File: src/rtl/adder_4bit_unit_if.sv
// Operand/result bundle for adder_4bit_unit.
// The master drives operands and the capture enable; the slave (the adder)
// returns the combinational and registered results.
// ADDER_4BIT_STATS_EN adds the op_cnt/carry_cnt statistics counters.
interface adder_4bit_unit_if;
    logic [3:0]  a;
    logic [3:0]  b;
    logic        cin;
    logic        en;
    logic [3:0]  sum;
    logic        cout;
    logic [3:0]  sum_q;
    logic        cout_q;
    logic        zero_q;
    logic        ovf_q;
    logic        valid_q;
`ifdef ADDER_4BIT_STATS_EN
    logic [15:0] op_cnt;
    logic [15:0] carry_cnt;
`endif

    modport master (
        output a, b, cin, en,
        input  sum, cout, sum_q, cout_q, zero_q, ovf_q, valid_q
`ifdef ADDER_4BIT_STATS_EN
        , input op_cnt, carry_cnt
`endif
    );

    modport slave (
        input  a, b, cin, en,
        output sum, cout, sum_q, cout_q, zero_q, ovf_q, valid_q
`ifdef ADDER_4BIT_STATS_EN
        , output op_cnt, carry_cnt
`endif
    );
endinterface

File: src/rtl/adder_4bit_unit.sv
// 4-bit ripple-carry adder with carry-in/carry-out.
// The combinational result {cout,sum} = a + b + cin is built from four
// explicit full-adder cells. A registered copy with zero/overflow/valid
// flags feeds downstream pipelined stages.
// Optional feature: define ADDER_4BIT_STATS_EN to add the 16-bit capture
// counter (op_cnt) and carry-out capture counter (carry_cnt).
module adder_4bit_unit (
    input  logic               clk,
    input  logic               rst_n,
    adder_4bit_unit_if.slave   bus
);

    // Carry chain: c[0] is the carry-in, c[4] is the carry-out.
    logic [4:0] c;
    logic [3:0] s;
    logic       ovf;

    assign c[0] = bus.cin;

    genvar i;
    generate
        for (i = 0; i < 4; i++) begin : g_fa
            logic p;
            assign p        = bus.a[i] ^ bus.b[i];
            assign s[i]     = p ^ c[i];
            assign c[i+1]   = (bus.a[i] & bus.b[i]) | (c[i] & p);
        end
    endgenerate

    assign bus.sum  = s;
    assign bus.cout = c[4];

    // Signed overflow: both operands share a sign the result does not.
    assign ovf = (bus.a[3] == bus.b[3]) && (s[3] != bus.a[3]);

    // Result register: load on enable, hold otherwise; valid_q marks a capture.
    // NOTE: sequential state uses non-blocking assignments so every register
    // samples its inputs from before the edge, independent of statement order.
    always_ff @(posedge clk or negedge rst_n) begin
        if (!rst_n) begin
            bus.sum_q   <= 4'h0;
            bus.cout_q  <= 1'b0;
            bus.zero_q  <= 1'b0;
            bus.ovf_q   <= 1'b0;
            bus.valid_q <= 1'b0;
        end else begin
            bus.valid_q <= bus.en;
            if (bus.en) begin
                bus.sum_q  <= s;
                bus.cout_q <= c[4];
                bus.zero_q <= (s == 4'h0);
                bus.ovf_q  <= ovf;
            end
        end
    end

`ifdef ADDER_4BIT_STATS_EN
    // Statistics: count every capture and every capture that carried out; both wrap.
    always_ff @(posedge clk or negedge rst_n) begin
        if (!rst_n) begin
            bus.op_cnt    <= 16'h0000;
            bus.carry_cnt <= 16'h0000;
        end else if (bus.en) begin
            bus.op_cnt <= bus.op_cnt + 16'h0001;
            if (c[4]) begin
                bus.carry_cnt <= bus.carry_cnt + 16'h0001;
            end
        end
    end
`endif

endmodule

File: src/flat_wrapper.sv
// flat-port wrapper written by rule: the top's interface ports become plain ports
module adder_4bit_unit_flat 
  (clk, rst_n, bus_a, bus_b, bus_cin, bus_en, bus_sum, bus_cout, bus_sum_q, bus_cout_q, bus_zero_q, bus_ovf_q, bus_valid_q);
  adder_4bit_unit_if bus_i ();
  input  logic clk;
  input  logic rst_n;
  input wire logic [$bits(bus_i.a)-1:0] bus_a;
  input wire logic [$bits(bus_i.b)-1:0] bus_b;
  input wire logic [$bits(bus_i.cin)-1:0] bus_cin;
  input wire logic [$bits(bus_i.en)-1:0] bus_en;
  output wire logic [$bits(bus_i.sum)-1:0] bus_sum;
  output wire logic [$bits(bus_i.cout)-1:0] bus_cout;
  output wire logic [$bits(bus_i.sum_q)-1:0] bus_sum_q;
  output wire logic [$bits(bus_i.cout_q)-1:0] bus_cout_q;
  output wire logic [$bits(bus_i.zero_q)-1:0] bus_zero_q;
  output wire logic [$bits(bus_i.ovf_q)-1:0] bus_ovf_q;
  output wire logic [$bits(bus_i.valid_q)-1:0] bus_valid_q;
  assign bus_i.a = bus_a;
  assign bus_i.b = bus_b;
  assign bus_i.cin = bus_cin;
  assign bus_i.en = bus_en;
  assign bus_sum = bus_i.sum;
  assign bus_cout = bus_i.cout;
  assign bus_sum_q = bus_i.sum_q;
  assign bus_cout_q = bus_i.cout_q;
  assign bus_zero_q = bus_i.zero_q;
  assign bus_ovf_q = bus_i.ovf_q;
  assign bus_valid_q = bus_i.valid_q;
  adder_4bit_unit u_core (.clk(clk), .rst_n(rst_n), .bus(bus_i));
endmodule
File: config.mk
export PLATFORM = sky130hd
export DESIGN_NAME = adder_4bit_unit_flat
export DESIGN_NICKNAME = d
export VERILOG_FILES = /design/src/rtl/adder_4bit_unit_if.sv /design/src/rtl/adder_4bit_unit.sv /design/src/flat_wrapper.sv
export SDC_FILE = /design/constraint.sdc
export NUM_CORES = 1
export LEC_CHECK = 0
export CAP_MARGIN = 20
export CORE_AREA = 2 2 39 41
export CTS_BUF_LIST = sky130_fd_sc_hd__clkbuf_16
export CTS_CLUSTER_DIAMETER = 40
export DETAILED_ROUTE_END_ITERATION = 16
export DIE_AREA = 0 0 41 43
export PLACE_DENSITY = 0.76
export SLEW_MARGIN = 20
export SYNTH_ARGS = -nofsm -noshare
export SYNTH_HDL_FRONTEND = slang
export SYNTH_SLANG_ARGS = --single-unit
File: constraint.sdc
create_clock -name clk -period 3.8 [get_ports clk]
set_clock_uncertainty 0.05 [all_clocks]
set_input_delay 0.95 -clock clk [delete_from_list [all_inputs] [get_ports clk]]
set_output_delay 0.95 -clock clk [all_outputs]
set_load 0.1 [all_outputs]
# After elaboration in Yosys (flattened, before gate mapping)
# Index checks and enable logic that the tools add are counted.
# W data, S select, Z words.
# classes
n_addsub,0
multipliers,0
n_div,0
order_cmp,0
n_eq_ne,2
shift,0
n_mux,0
bitwise,20
reduce_logical,2
# op_table
op,count
$and A1 B1 Y1,8
$xor A1 B1 Y1,8
$logic_not A4 Y1,1
$or A1 B1 Y1,4
$eq A1 B1 Y1,1
$logic_and A1 B1 Y1,1
$ne A1 B1 Y1,1
# word_totals
ff_bits,8
latchBits,0
ramBits,0
mem_bits_ro,0
output_inout_bits,13
wordCells,29
n_memories,0

# Logic depth before layout (Yosys ltp)
# Gate-level depths: netlist (run 1).
# logic_depth
ltp_word,10
mapped_depth,7

# Worst setup path before layout (run 1)
# No wires, ideal clock.
# synth_path
kind,input -> output
from,input bus_cin
to,output bus_sum[3]
arrival_ns,3.240
setup_slack_ns,-0.440
path_stages,6
n_path_buf,0
path_cell_list,fa_1 -> fa_1 -> fa_1 -> inv_1 -> fa_1 -> inv_1
# synth_between
elab_chain_len,7
# synth_lines
item,line,source
from (decl),flat_wrapper.sv:9,input wire logic [$bits(bus_i.cin)-1:0] bus_cin;
$and A1 B1 Y1,adder_4bit_unit.sv:26,assign c[i+1] = (bus.a[i] & bus.b[i]) | (c[i] & p);
$or A1 B1 Y1,adder_4bit_unit.sv:26,
$and A1 B1 Y1,adder_4bit_unit.sv:26,
$or A1 B1 Y1,adder_4bit_unit.sv:26,
$and A1 B1 Y1,adder_4bit_unit.sv:26,
$or A1 B1 Y1,adder_4bit_unit.sv:26,
$xor A1 B1 Y1,adder_4bit_unit.sv:25,assign s[i] = p ^ c[i];
to (decl),flat_wrapper.sv:11,output wire logic [$bits(bus_i.sum)-1:0] bus_sum;
# Every way passes these cells.

# Worst setup path in the final report (run 1)
# layout_path
from,input bus_a[0]
to,output bus_sum[3]
# layout_between
elab_chain_len,8
elab_cells_between_ends,9
# layout_lines
item,line,source
from (decl),flat_wrapper.sv:7,input wire logic [$bits(bus_i.a)-1:0] bus_a;
$xor A1 B1 Y1,adder_4bit_unit.sv:24,assign p = bus.a[i] ^ bus.b[i];
$and A1 B1 Y1,adder_4bit_unit.sv:26,
$or A1 B1 Y1 (*),adder_4bit_unit.sv:26,
$and A1 B1 Y1 (*),adder_4bit_unit.sv:26,
$or A1 B1 Y1 (*),adder_4bit_unit.sv:26,
$and A1 B1 Y1 (*),adder_4bit_unit.sv:26,
$or A1 B1 Y1 (*),adder_4bit_unit.sv:26,
$xor A1 B1 Y1 (*),adder_4bit_unit.sv:25,
# Every way passes the cells marked *; elsewhere a longest branch is shown, timed or not.

==> impl_metrics.csv, run 1 <==
group,metric,value,unit
run_status,violations,"negative setup slack",
global_route,grt_usage,0.121,
timing,max_slew.worst_pin.slew,0.968,ns
detailed_routing,drc,0,
power,peakVddDrop,0.252,mV
placement,routabilityCongestion,0.620,
power,leakagePower,0.393,nW
synthesis,synth_top_area_share,0.442,
clock_tree,clock_latency,0.23,ns
synthesis,yosysUniqueCellTypes,10,
synthesis,seq_area_frac_synth,0.442,
power,finalPower,0.608,mW
global_route,grt_max_degree,10,
finish,fin_area,861,um^2
min_path,hold_path_class,"register to register",
timing,hold_viol,0,
setup_path,worstSetupStartpointType,"primary input",
placement,port_buffers,24,
floorplan,start_util,0.327,
setup_path,path_cells,"buf_6 > fa_2 > fa_2 > fa_2 > inv_2 > fa_2 > clkinvlp_4 > buf_12",
power,power_density,706,nW/um^2
timing,setup-violations-final,1,
floorplan,num_rows,14,
clock_tree,cts_sinks,8,
floorplan,die_area,1760,um^2
timing,fin_ws,-0.128,ns
synthesis,syn-instance-count,30,
detailed_routing,antenna_left,0,
setup_path,crit_path_end_kind,"primary output",
synthesis,ys.warnings.count,0,
floorplan,die_h,43,um
timing,fin_hold_ws,0.461,ns
timing,rsz0062_at_grt,"yes",
global_route,overflow,0,
finish,drive_above_1_share,0.467,
setup_path,crit_path_frequent_cell,"fa_2",
clock_tree,htree_levels,1,
finish,syn2layout_area_growth,90.1,%
detailed_routing,drt_first_iter_violations,2,
floorplan,io_pins,25,
clock_tree,cts.clk_slew.worst_paths,0.04,ns
run_status,status,"complete, but fails checks",
synthesis,avgSynthCellArea,15.1,um^2
clock_tree,clock_path_buffers,2,
setup_path,path_buf_inv,4,
placement,dpl.hpwl,684,um
timing,max_freq,255,MHz
floorplan,die_w,41,um
setup_path,critPathMaxFanout,2,
global_route,grt_pass1_vias,322,
run,maxCapViolCount,0,
detailed_routing,drtPass1Iterations,2,
synthesis,synth_common_cells,"8 x dfrtp_1, 6 x inv_1, 6 x mux2_4",
clock_tree,cts-root-buf,"clkbuf_16",
synthesis,syn_area,453,um^2
floorplan,core-area,1380,um^2
setup_path,path_delay_family,"adder cells",
global_route,grt_pass1_wl,1.37,mm
setup_path,reg2reg_slack,2.97,ns
detailed_routing,wire_per_inst,10.8,um
synthesis,yosys-top-cells-area,"dfrtp_1 44%, mux2_4 20%, fa_1 18%",
detailed_routing,vias_per_cell,4.47,
placement,place_area,788,um^2
synthesis,synth.most_common_cell,"dfrtp_1",
timing,finalCriticalPeriod,3.93,ns
synthesis,synth_ff_type,"dfrtp_1",
clock_tree,cts_made_buffers,3,
setup_path,arrival,2.93,ns
detailed_routing,vias,340,
global_route,antenna_found_initial,0,
clock_tree,cts_tree,"built",
setup_path,cp_slowest_cell,"fa_2",
synthesis,synth_edf_count,0,
finish,diodes,0,
timing,slew_viol_final,0,
setup_path,cp_data_required_time,2.80,ns
timing,fin_crit_sh,1.03,
synthesis,synth_seq_cells,8,
finish,final_nets,79,
finish,final_util,0.622,
detailed_routing,finalWirelength,822,um
synthesis,postSynth.asyncResetShare,1.00,
synthesis,syn_nets,47,
synthesis,synth.largest_area_cell,"dfrtp_1",
timing,max-slew-margin-rel,0.352,
setup_path,crit_path_max_incr_delay,0.46,ns
setup_path,path_class,"primary input to primary output",
==> state kept, by name (all words and copies together), names as in the netlist <==
signal and count:
u_core.bus.zero_q 1, u_core.bus.sum_q 4, u_core.bus.cout_q 1, u_core.bus.valid_q 1, u_core.bus.ovf_q 1
==> where the power goes <==
| group | switching, mW | leakage, nW | internal [mW] |
|---|---|---|---|
| combinational | 0.217 | 0.259 | 0.107 |
| sequential | 0.00856 | 0.0968 | 0.101 |
| clock | 0.0393 | 0.0370 | 0.135 |
| total | 0.265 | 0.393 | 0.343 |
==> cell families after synthesis <==
family | synth area share
AND/OR/NAND/NOR | 0.0470
AO/OA/AOI/OAI | 0.0138
multiplexers | 0.199
adder cells (fa/ha/maj) | 0.204
flip-flops | 0.442
XOR/XNOR | 0.0193
buffers and inverters | 0.0746
==> cell type report <==
| cell class | instances | area [um^2] |
|---|---|---|
| fill | 113 | 523 |
| timing repair buffer | 28 | 310 |
| multi-input combinational | 15 | 229 |
| sequential | 8 | 200 |
| clock buffer | 3 | 75.1 |
| inverter | 6 | 26.3 |
| tap | 16 | 20.0 |
==> final timing paths <==
kind / startpoint / endpoint / cells after the start
setup / recovery: bus_a[0] / bus_sum[3] / 8
hold / removal: u_core.bus.sum_q[3] / u_core.bus.sum_q[3] / 1
setup reg to reg: u_core.bus.zero_q / u_core.bus.zero_q / 1
hold reg to reg: u_core.bus.sum_q[3] / u_core.bus.sum_q[3] / 1
max in group asynchronous: rst_n / u_core.bus.zero_q / 1
min in group asynchronous: rst_n / u_core.bus.sum_q[3] / 1
==> stage by stage <==
stage                     worst slack (ns)  setup TNS (ns)  instances
after floorplan                     -0.113          -0.113         30
after global placement              -0.506          -0.802         72
after detailed placement            -0.525          -0.833         72
after CTS                           -0.143          -0.143         76
after global routing                -0.200          -0.200         76
final                               -0.128          -0.128         76
==> timing repair <==
item	CTS	global route
gates resized for setup	14	0
setup endpoints to repair	3	1
hold buffers	0	0
pin swaps	4	0
setup buffers	1	0
==> cells in the final DEF, fill, tap and decap left out, drive strengths merged <==
cell           instances
buf                   12
clkbuf                 3
clkdlybuf4s50         15
clkinvlp               1
dfrtp                  8
dlygate4sd2            1
fa                     4
ha                     1
inv                    5
mux2                   6
nand2b                 1
nor4b                  1
o22ai                  1
xor2                   1
==> layer usage <==
metal / part of all wire / vias up / GRT usage
met1: 0.41 / 162 / 0.158
met4: 0.026 / 0 / 0.100
met3: 0.12 / 2 / 0.0366
met2: 0.44 / 19 / 0.156
met5: 0 / - / 0
li1: - / 157 / -
Power figures use the tool's default switching activity.
==> inputs of run 2 (changes only) <==
--- a/config.mk
+++ b/config.mk
@@ -5,7 +5,6 @@
 export SDC_FILE = /design/constraint.sdc
 export NUM_CORES = 1
 export LEC_CHECK = 0
-export CAP_MARGIN = 20
 export CORE_AREA = 2 2 39 41
 export CTS_BUF_LIST = sky130_fd_sc_hd__clkbuf_16
 export CTS_CLUSTER_DIAMETER = 40
==> results of run 2 <==
Final layout, timing and power as in run 1 (identical DEF).
